**config.mk**
```make
export PLATFORM = sky130hd
export DESIGN_NAME = ser2par_capture_flat
export DESIGN_NICKNAME = d
export VERILOG_FILES = /design/src/rtl/ser2par_pkg.sv /design/src/rtl/ser2par_capture_if.sv /design/src/rtl/ser2par_idle_timer.sv /design/src/rtl/ser2par_capture.sv /design/src/flat_wrapper.sv
export SDC_FILE = /design/constraint.sdc
export NUM_CORES = 1
export LEC_CHECK = 0
export ABC_AREA = 1
export BUFFER_PORTS_ARGS = -buffer_cell sky130_fd_sc_hd__clkbuf_2
export CORE_MARGIN = 4
export CORE_UTILIZATION = 54
export CTS_CLUSTER_DIAMETER = 60
export DETAILED_ROUTE_END_ITERATION = 7
export MAX_ROUTING_LAYER = met4
export PLACE_DENSITY = 0.85
export SLEW_MARGIN = 5
export SYNTH_ARGS = -nofsm -noshare
export SYNTH_HDL_FRONTEND = slang
export SYNTH_HIERARCHICAL = 1
export SYNTH_SLANG_ARGS = --single-unit
```
**constraint.sdc**
```tcl
create_clock -name clk -period 2.1 [get_ports clk]
set_input_delay 0.21 -clock clk [delete_from_list [all_inputs] [get_ports clk]]
set_output_delay 0.21 -clock clk [all_outputs]
set_load 0.02 [all_outputs]
```
**src/rtl/ser2par_pkg.sv**
```systemverilog
`default_nettype none
// ============================================================================
//  Module   : ser2par_pkg
//  Brief    : Shared types, defaults and sizing helper for ser2par_capture.
//  Revision : 1.0 - initial release
// ============================================================================
package ser2par_pkg;

    typedef enum logic [0:0] {
        IDLE  = 1'b0,
        SHIFT = 1'b1
    } state_t;

    localparam int c_DEFAULT_WIDTH   = 8;
    localparam int c_DEFAULT_TIMEOUT = 16;

    // With parity the counter must also represent WIDTH+1 bits in flight.
    function automatic int cnt_width(input int width);
`ifdef SER2PAR_PARITY_EN
        return $clog2(width + 2);
`else
        return $clog2(width + 1);
`endif
    endfunction

endpackage
`default_nettype wire

```
**src/rtl/ser2par_capture_if.sv**
```systemverilog
`default_nettype none
// ============================================================================
//  Module   : ser2par_capture_if
//  Brief    : Serial-bit input and parallel-word output bundle.
//  Revision : 1.0 - initial release
// ============================================================================
interface ser2par_capture_if
    import ser2par_pkg::*;
#(
    parameter int WIDTH = c_DEFAULT_WIDTH
);
    localparam int CNT_W = cnt_width(WIDTH);

    logic             bit_in;
    logic             bit_vld;
    logic             bit_rdy;
    logic [WIDTH-1:0] word_out;
    logic             word_vld;
    logic             word_rdy;
    logic             frame_err;
    logic [CNT_W-1:0] bit_cnt;

    modport master (
        output bit_in, bit_vld, word_rdy,
        input  bit_rdy, word_out, word_vld, frame_err, bit_cnt
    );

    modport slave (
        input  bit_in, bit_vld, word_rdy,
        output bit_rdy, word_out, word_vld, frame_err, bit_cnt
    );

endinterface
`default_nettype wire

```
**src/rtl/ser2par_idle_timer.sv**
```systemverilog
`default_nettype none
// ============================================================================
//  Module   : ser2par_idle_timer
//  Brief    : Saturating idle counter; o_expire flags the idle cycle after
//             TIMEOUT-1 idle cycles have already been counted.
//  Revision : 1.0 - initial release
// ============================================================================
module ser2par_idle_timer #(
    parameter int TIMEOUT = 16
) (
    input  wire logic clk,
    input  wire logic rst_n,
    input  wire logic i_clr,
    input  wire logic i_en,
    output logic      o_expire
);
    localparam int              c_CW   = $clog2(TIMEOUT);
    localparam logic [c_CW-1:0] c_LAST = c_CW'(TIMEOUT - 1);

    logic [c_CW-1:0] r_count;

    always_ff @(posedge clk or negedge rst_n) begin
        if (!rst_n) begin
            r_count <= '0;
        end else if (i_clr) begin
            r_count <= '0;
        end else if (i_en && (r_count != c_LAST)) begin
            r_count <= r_count + 1'b1;
        end
    end

    assign o_expire = i_en & (r_count == c_LAST);

endmodule
`default_nettype wire

```
**src/rtl/ser2par_capture.sv**
```systemverilog
`default_nettype none
// ============================================================================
//  Module   : ser2par_capture
//  Brief    : MSB-first serial-to-parallel capture with one-word holding
//             register and inter-bit timeout. Define SER2PAR_PARITY_EN to
//             append and check an even-parity bit per frame.
//  Revision : 1.0 - initial release
// ============================================================================
module ser2par_capture
    import ser2par_pkg::*;
#(
    parameter int WIDTH   = c_DEFAULT_WIDTH,
    parameter int TIMEOUT = c_DEFAULT_TIMEOUT
) (
    input  wire logic         clk,
    input  wire logic         rst_n,
    ser2par_capture_if.slave  bus
);
    localparam int c_CNT_W = cnt_width(WIDTH);
`ifdef SER2PAR_PARITY_EN
    localparam int c_FRAME = WIDTH + 1;
    localparam int c_SR_W  = WIDTH;
`else
    localparam int c_FRAME = WIDTH;
    // The final data bit goes straight to the holding register.
    localparam int c_SR_W  = WIDTH - 1;
`endif
    localparam logic [c_CNT_W-1:0] c_LAST = c_CNT_W'(c_FRAME - 1);

    state_t             r_state;
    state_t             w_state_nxt;
    logic [c_SR_W-1:0]  r_sr;
    logic [c_SR_W-1:0]  w_sr_shift;
    logic [c_CNT_W-1:0] r_cnt;
    logic [WIDTH-1:0]   r_word;
    logic [WIDTH-1:0]   w_word_nxt;
    logic               r_word_vld;
    logic               r_frame_err;
    logic               w_bit_rdy;
    logic               w_acc;
    logic               w_last;
    logic               w_load;
    logic               w_perr;
    logic               w_shift_en;
    logic               w_tmr_en;
    logic               w_tmr_clr;
    logic               w_timeout;

    assign w_bit_rdy  = ~(r_word_vld & (r_cnt == c_LAST));
    assign w_acc      = bus.bit_vld & w_bit_rdy;
    assign w_last     = w_acc & (r_cnt == c_LAST);
    assign w_sr_shift = c_SR_W'({r_sr, bus.bit_in});

`ifdef SER2PAR_PARITY_EN
    assign w_word_nxt = r_sr;
    assign w_perr     = w_last & ((^r_sr) != bus.bit_in);
    assign w_load     = w_last & ~w_perr;
    assign w_shift_en = w_acc & (r_cnt < c_CNT_W'(WIDTH));
`else
    assign w_word_nxt = {r_sr, bus.bit_in};
    assign w_perr     = 1'b0;
    assign w_load     = w_last;
    assign w_shift_en = w_acc;
`endif

    // Backpressure (bit_rdy low) freezes the timer so a stalled stream never expires.
    assign w_tmr_en  = (r_state == SHIFT) & ~w_acc & w_bit_rdy;
    assign w_tmr_clr = (r_state != SHIFT) | w_acc;

    ser2par_idle_timer #(
        .TIMEOUT (TIMEOUT)
    ) u_idle_timer (
        .clk      (clk),
        .rst_n    (rst_n),
        .i_clr    (w_tmr_clr),
        .i_en     (w_tmr_en),
        .o_expire (w_timeout)
    );

    always_ff @(posedge clk or negedge rst_n) begin
        if (!rst_n) begin
            r_state <= IDLE;
        end else begin
            r_state <= w_state_nxt;
        end
    end

    always_comb begin
        w_state_nxt = r_state;
        unique case (r_state)
            IDLE: begin
                if (w_acc) begin
                    w_state_nxt = SHIFT;
                end
            end
            SHIFT: begin
                if (w_last || w_timeout) begin
                    w_state_nxt = IDLE;
                end
            end
            default: w_state_nxt = IDLE;
        endcase
    end

    always_ff @(posedge clk or negedge rst_n) begin
        if (!rst_n) begin
            r_sr        <= '0;
            r_cnt       <= '0;
            r_word      <= '0;
            r_word_vld  <= 1'b0;
            r_frame_err <= 1'b0;
        end else begin
            r_frame_err <= w_timeout | w_perr;

            if (w_last || w_timeout) begin
                r_sr  <= '0;
                r_cnt <= '0;
            end else if (w_acc) begin
                r_cnt <= r_cnt + 1'b1;
                if (w_shift_en) begin
                    r_sr <= w_sr_shift;
                end
            end

            if (w_load) begin
                r_word     <= w_word_nxt;
                r_word_vld <= 1'b1;
            end else if (bus.word_rdy) begin
                r_word_vld <= 1'b0;
            end
        end
    end

    assign bus.bit_rdy   = w_bit_rdy;
    assign bus.word_out  = r_word;
    assign bus.word_vld  = r_word_vld;
    assign bus.frame_err = r_frame_err;
    assign bus.bit_cnt   = r_cnt;

endmodule
`default_nettype wire
```
**src/flat_wrapper.sv**
```systemverilog
// flat-port wrapper written by rule: the top's interface ports become plain ports
module ser2par_capture_flat import ser2par_pkg::*;
#(
    parameter int WIDTH   = c_DEFAULT_WIDTH,
    parameter int TIMEOUT = c_DEFAULT_TIMEOUT
)
  (clk, rst_n, bus_bit_in, bus_bit_vld, bus_word_rdy, bus_bit_rdy, bus_word_out, bus_word_vld, bus_frame_err, bus_bit_cnt);
  ser2par_capture_if #(.WIDTH(WIDTH)) bus_i ();
  input  wire logic clk;
  input  wire logic rst_n;
  input wire logic [$bits(bus_i.bit_in)-1:0] bus_bit_in;
  input wire logic [$bits(bus_i.bit_vld)-1:0] bus_bit_vld;
  input wire logic [$bits(bus_i.word_rdy)-1:0] bus_word_rdy;
  output wire logic [$bits(bus_i.bit_rdy)-1:0] bus_bit_rdy;
  output wire logic [$bits(bus_i.word_out)-1:0] bus_word_out;
  output wire logic [$bits(bus_i.word_vld)-1:0] bus_word_vld;
  output wire logic [$bits(bus_i.frame_err)-1:0] bus_frame_err;
  output wire logic [$bits(bus_i.bit_cnt)-1:0] bus_bit_cnt;
  assign bus_i.bit_in = bus_bit_in;
  assign bus_i.bit_vld = bus_bit_vld;
  assign bus_i.word_rdy = bus_word_rdy;
  assign bus_bit_rdy = bus_i.bit_rdy;
  assign bus_word_out = bus_i.word_out;
  assign bus_word_vld = bus_i.word_vld;
  assign bus_frame_err = bus_i.frame_err;
  assign bus_bit_cnt = bus_i.bit_cnt;
  ser2par_capture #(.WIDTH(WIDTH), .TIMEOUT(TIMEOUT)) u_core (.clk(clk), .rst_n(rst_n), .bus(bus_i));
endmodule
```
* Word-level counts from Yosys, hierarchy flattened
Index checks and enable logic that the tools add are counted.
Operators by class: equal/unequal tests 3, reduce and logical (&&, ||, !) cells 5, add/subtract/negate cells 2, bitwise logic cells 10, mux-type cells 11
Operators by type and width (count):
- 4-bit two-way mux | 4
- 7-bit two-way mux | 2
- 4-bit by 1-bit adder with 4-bit output (second input constant) | 2
- 1-bit bitwise AND | 6
- 2-bit nonzero test | 3
- 4-bit by 3-bit equality test with 1-bit output (second input constant) | 1
- 4-bit equality test (second input constant) | 1
- 1-bit two-way mux | 4
- 4-bit != test (second input constant) | 1
- 1-bit NOT | 3
- 1-bit one-hot mux with 2 select lines | 1
- 1-bit logical AND | 1
- 1-bit logical OR | 1
- 1-bit bitwise OR | 1
Word-level totals: bits of input ports 5, register bits 26, output and inout port bits 15

* Logic depth before layout (Yosys ltp)
depth in word-level cells 11, depth in mapped cells 13, gate-level depth less buffers 12

* By module
The synthesis kept the hierarchy.
By module, submodules not included:
- ser2par_capture | cells an instance 101, area an instance 989.7 um^2, instances 1
- ser2par_idle_timer | cells an instance 29, area an instance 226.5 um^2, instances 1

* Worst setup path before layout
No wires, ideal clock.
kind reg2reg, from reg u_core.r_cnt[0] (netlist: u_core/bus.bit_cnt[0]), to reg u_core.r_cnt[0] (netlist: u_core/bus.bit_cnt[0]), arrival 1857 ps, path buffers 1, path slack 111 ps, stages on the path, launching flop included 14, cells stage by stage dfrtp_1 ha_1 nand4_4 nand2_2 nand3_1 inv_1 inv_1 nor2_1 inv_1 nand2_2 inv_2 buf_6 nand2_1 o21ai_1
On the way: word-level cells in the longest chain between the ends 10, elaborated cells on any way between the ends 14, those cells by class add/sub (1); eq/ne (1); mux (2); bitwise (8); reduce/logical (2)
Ends and longest elaborated chain:
- from (decl) | line ser2par_capture.sv:34 | logic [c_CNT_W-1:0] r_cnt;
- from (signal assigned) | line ser2par_capture.sv:119 | r_cnt <= r_cnt + 1'b1;
- 4-bit by 3-bit equality test with 1-bit output * | line ser2par_capture.sv:49 | assign w_bit_rdy = ~(r_word_vld & (r_cnt == c_LAST));
- 1-bit bitwise AND * | line ser2par_capture.sv:49
- 1-bit NOT * | line ser2par_capture.sv:49
- net bus_bit_rdy | line flat_wrapper.sv:14 | output wire logic [$bits(bus_i.bit_rdy)-1:0] bus_bit_rdy;
- 1-bit bitwise AND | line ser2par_capture.sv:50 | assign w_acc = bus.bit_vld & w_bit_rdy;
- 1-bit NOT | line ser2par_capture.sv:67 | assign w_tmr_en = (r_state == SHIFT) & ~w_acc & w_bit_rdy;
- 1-bit bitwise AND | line ser2par_capture.sv:67
- 1-bit bitwise AND * | line ser2par_capture.sv:67
- net u_core.w_tmr_en | line ser2par_capture.sv:45 | logic w_tmr_en;
- 1-bit bitwise AND * | line ser2par_idle_timer.sv:32 | assign o_expire = i_en & (r_count == c_LAST);
- net u_core.w_timeout | line ser2par_capture.sv:47 | logic w_timeout;
- 1-bit logical OR * | line ser2par_capture.sv:115 | if (w_last || w_timeout) begin
- 4-bit two-way mux / 2-bit nonzero test (equally long branches)
The timed path passes the listed nets; every way through them passes the cells marked *. The select of a mux whose other input is x is not followed. A chain may end at the register's enable or synchronous reset.

* Final worst setup path
from reg u_core.r_cnt[1] (netlist: u_core/bus.bit_cnt[1]), to reg u_core.r_sr[5]
On the way: word-level cells in the longest chain between the ends 10, elaborated cells on any way between the ends 12, those cells by class eq/ne (1); mux (1); bitwise (8); reduce/logical (2)
Ends and longest elaborated chain:
- 4-bit by 3-bit equality test with 1-bit output * | line ser2par_capture.sv:49
- 1-bit bitwise AND * | line ser2par_capture.sv:49
- 1-bit NOT * | line ser2par_capture.sv:49
- 1-bit bitwise AND | line ser2par_capture.sv:50
- 1-bit NOT | line ser2par_capture.sv:67
- 1-bit bitwise AND | line ser2par_capture.sv:67
- 1-bit bitwise AND * | line ser2par_capture.sv:67
- net u_core.w_tmr_en | line ser2par_capture.sv:45
- 1-bit bitwise AND * | line ser2par_idle_timer.sv:32
- net u_core.w_timeout | line ser2par_capture.sv:47
- 1-bit logical OR * | line ser2par_capture.sv:115
- 7-bit two-way mux / 2-bit nonzero test (equally long branches)
- to (signal assigned) | line ser2par_capture.sv:121 | r_sr <= w_sr_shift;
- to (decl) | line ser2par_capture.sv:32 | logic [c_SR_W-1:0] r_sr;
The timed path passes the listed nets; every way through them passes the cells marked *.

==> results.yml <==
layout:
  drive_gt1_share_pct: 29.1
  final_core_util_pct: 66.9
  area_growth_pct: 12.2
  fin_nets: 159
  antenna-diode-count: 0
  num-fill-cells: 180
  mostFrequentLayoutCell: "nand2_1"
  layout.cells.non_filler: 178
  layout_common_cells: "nand2_1, dfrtp_1, clkbuf_2"
sta:
  setup_slack_ns: 0.233
  report.final.slew_viol_count: 0
  setup_tns_ns: 0
  clock.fmax_mhz: 536
  fin_skew_ns: 0.00255
  worst_pin_slew_ns: 0.627
  setup_viol: 0
  timing_hold_violations_final: 0
  slew_headroom_pct: 58.2
  rsz0062_at_grt: "no"
  fin_crit_sh_pct: 88.9
  period_needed_ns: 1.87
die:
  die_area_mm2: 0.00308
  design.core.area_mm2: 0.00204
  die_w_um: 55.5
  start_util_pct: 59.6
  ios: 20
  row_count: 16
  die_h_um: 55.5
worst_setup_path:
  crit_path_start_kind: "register"
  timing.rr.end: "u_core/r_sr[5]"
  critPathKind: "reg2reg"
  crit_slowest_cell: "dfrtp_1"
  critPathTopFamily: "simple AND/OR/NAND/NOR gates"
  r2r_cells: 12
  crit_start: "u_core/bus.bit_cnt[1]"
  cp_max_fo: 11
  r2r_start: "u_core/bus.bit_cnt[1]"
  crit_top_cell: "inv_1"
  endpoint_kind: "register"
  critPathBufInv: 4
  slowest_delay_ns: 0.44
  path_cells: "ha_2 > nand4_4 > nand2_2 > nand3_1 > inv_1 > inv_1 > nor2_1 > inv_1 > nand2_2 > inv_2 > nand2_1 > o21ai_1"
  cp.arrival_ns: 2.07
  rrSetupSlack_ns: 0.23
  worst-endpoint-required_ns: 2.31
routing:
  antenna_left: 0
  routedWlPerCell_um: 12.4
  vias_per_cell: 5.29
  wirelength_um: 2210
  vias: 941
  first_iter_violations: 43
  drc: 0
  first_pass_iters: 4
place:
  dpl_worst_slack_ns: 0.196
  dpl.hpwl_um: 1640
  io_buffers: 19
  dp_cells: 173
  gp_congestion: 0.771
synth:
  ys_types: 22
  yosysSeqAreaShare_pct: 53.5
  ys_warn_count: 6
  postSynthCellCount: 130
  syn_area_per_cell_um2: 9.36
  ys_ff_latch: 26
  syn_area_mm2: 0.00122
  synth_nets: 137
grt:
  antenna_found_initial: 0
  grt_first_pass_wirelength_um: 3920
  gr-total-overflow: 0
  grt.total_usage_pct: 16.2
  grt_pass1_vias: 913
  grt_max_degree: 27
clock_tree:
  clock_latency_ns: 0.31
  cts_inserted_buffers: 3
  postCtsSetupRepairBufs: 0
  cts_root_buf: "clkbuf_4"
  cts.clk_slew.worst_paths_ns: 0.13
  htreeDepth: 1
  clkSinkCount: 26
  tritoncts: "done"
  cts.path.max_buffers: 2
outcome:
  status: "completed"
power_and_ir_drop:
  p_total_uw: 1520
  leakage_uw: 0.000703
  irDropWorstVdd_v: 0.000827
  power.density_mw_per_mm2: 1120
hold_path:
  hold_start: "bus_word_rdy"
  hold_class: "in2reg"
  holdPathEnd: "u_core/bus.word_vld"
  hold_depth: 2
job:
  cap_violations: 0
worst max-delay path by stage:
| stage | endpoint | slack, ns | cells past startpoint |
|---|---|---|---|
| 3_3_place_gp | u_core/bus.bit_cnt[1] | 0.31 | 10 |
| 5_1_grt | u_core/r_sr[4] | 0.02 | 12 |
| 6_report | u_core/r_sr[5] | 0.23 | 12 |
| 2_1_floorplan | u_core/bus.bit_cnt[0] | 0.11 | 13 |
| 3_5_place_dp | u_core/r_sr[5] | 0.20 | 12 |
| 4_1_cts | u_core/r_sr[5] | 0.17 | 12 |
synth_stat cells:
master,n,area share (%)
a21oi_1,2,0.82
buf_4,1,0.62
buf_6,2,1.9
dfrtp_1,26,53
ha_1,2,2.1
inv_1,17,5.2
inv_2,2,0.62
nand2_1,32,9.9
nand2_2,4,2.1
nand3_1,7,2.9
nand3_2,1,0.82
nand3_4,1,1.4
nand4_1,4,2.1
nand4_2,1,1.0
nand4_4,1,1.7
nor2_1,6,1.9
nor2_2,1,0.51
nor3_1,1,0.41
o21ai_0,1,0.41
o21ai_1,9,3.7
o21ai_2,8,5.8
xor2_1,1,0.72
worst reg2reg max path, stage by stage, from the launching register on:
cell and delay, ns:
dfrtp_1 0.44, ha_2 0.27, nand4_4 0.13, nand2_2 0.12
nand3_1 0.07, inv_1 0.10, inv_1 0.05, nor2_1 0.14
inv_1 0.11, nand2_2 0.10, inv_2 0.09, nand2_1 0.08
o21ai_1 0.06
cell type report:
type,count,area (um^2),area share [%]
Sequential cell,26,652,47.8
Multi-Input combinational cell,82,467,34.2
Timing Repair Buffer,20,105,7.70
Inverter,19,71.3,5.22
Clock buffer,4,36.3,2.66
Tap cell,27,33.8,2.47
repair_timing:
action	CTS	global route
resized for setup	0	2
hold buffers	1	0
endpoints found under the hold margin	26	0
setup endpoints to repair	0	11
stage by stage:
stage               hold WS, ns  area (um^2)
finish                   0.0676         1370
global route             0.0750         1370
CTS                      0.0616         1360
detailed placement        0.259         1320
global placement          0.254         1320
floorplan               -0.0856         1220
flip-flops by register name (all words and copies together) (netlist names):
| signal | count |
|---|---|
| u_core/bus.word_out | 8 |
| u_core/r_sr | 7 |
| u_core/bus.bit_cnt | 4 |
| u_core/u_idle_timer/r_count | 4 |
| u_core/bus.frame_err | 1 |
| u_core/bus.word_vld | 1 |
| u_core/r_state | 1 |
cell families (layout without fill, tap and decap cells):
logic type	Yosys count	count (layout)	synth area share, %
and+or+nand+nor	59	59	24.7
DFF	26	26	53.5
adders and majority gates	2	2	2.06
AOI/OAI and AO/OA	20	20	10.7
buffers and inverters	22	43	8.33
xor gates and xnor gates	1	1	0.720
power by group:
part | internal (uW) | switching, uW | leakage (uW)
sequential | 630 | 120 | 0.000338
combinational | 184 | 345 | 0.000344
clock | 106 | 139 | 0.0000210
total | 920 | 604 | 0.000703
routing by layer:
layer	wire, um	up-vias	global-route usage (%)	share of wire (%)
met4	23	0	6.25	1.0
met1	976	455	19.6	44
li1	-	458	-	-
met5	0	-	-	0
met2	1120	26	26.9	50
met3	97	2	3.03	4.4
Power figures use the tool's default switching activity.
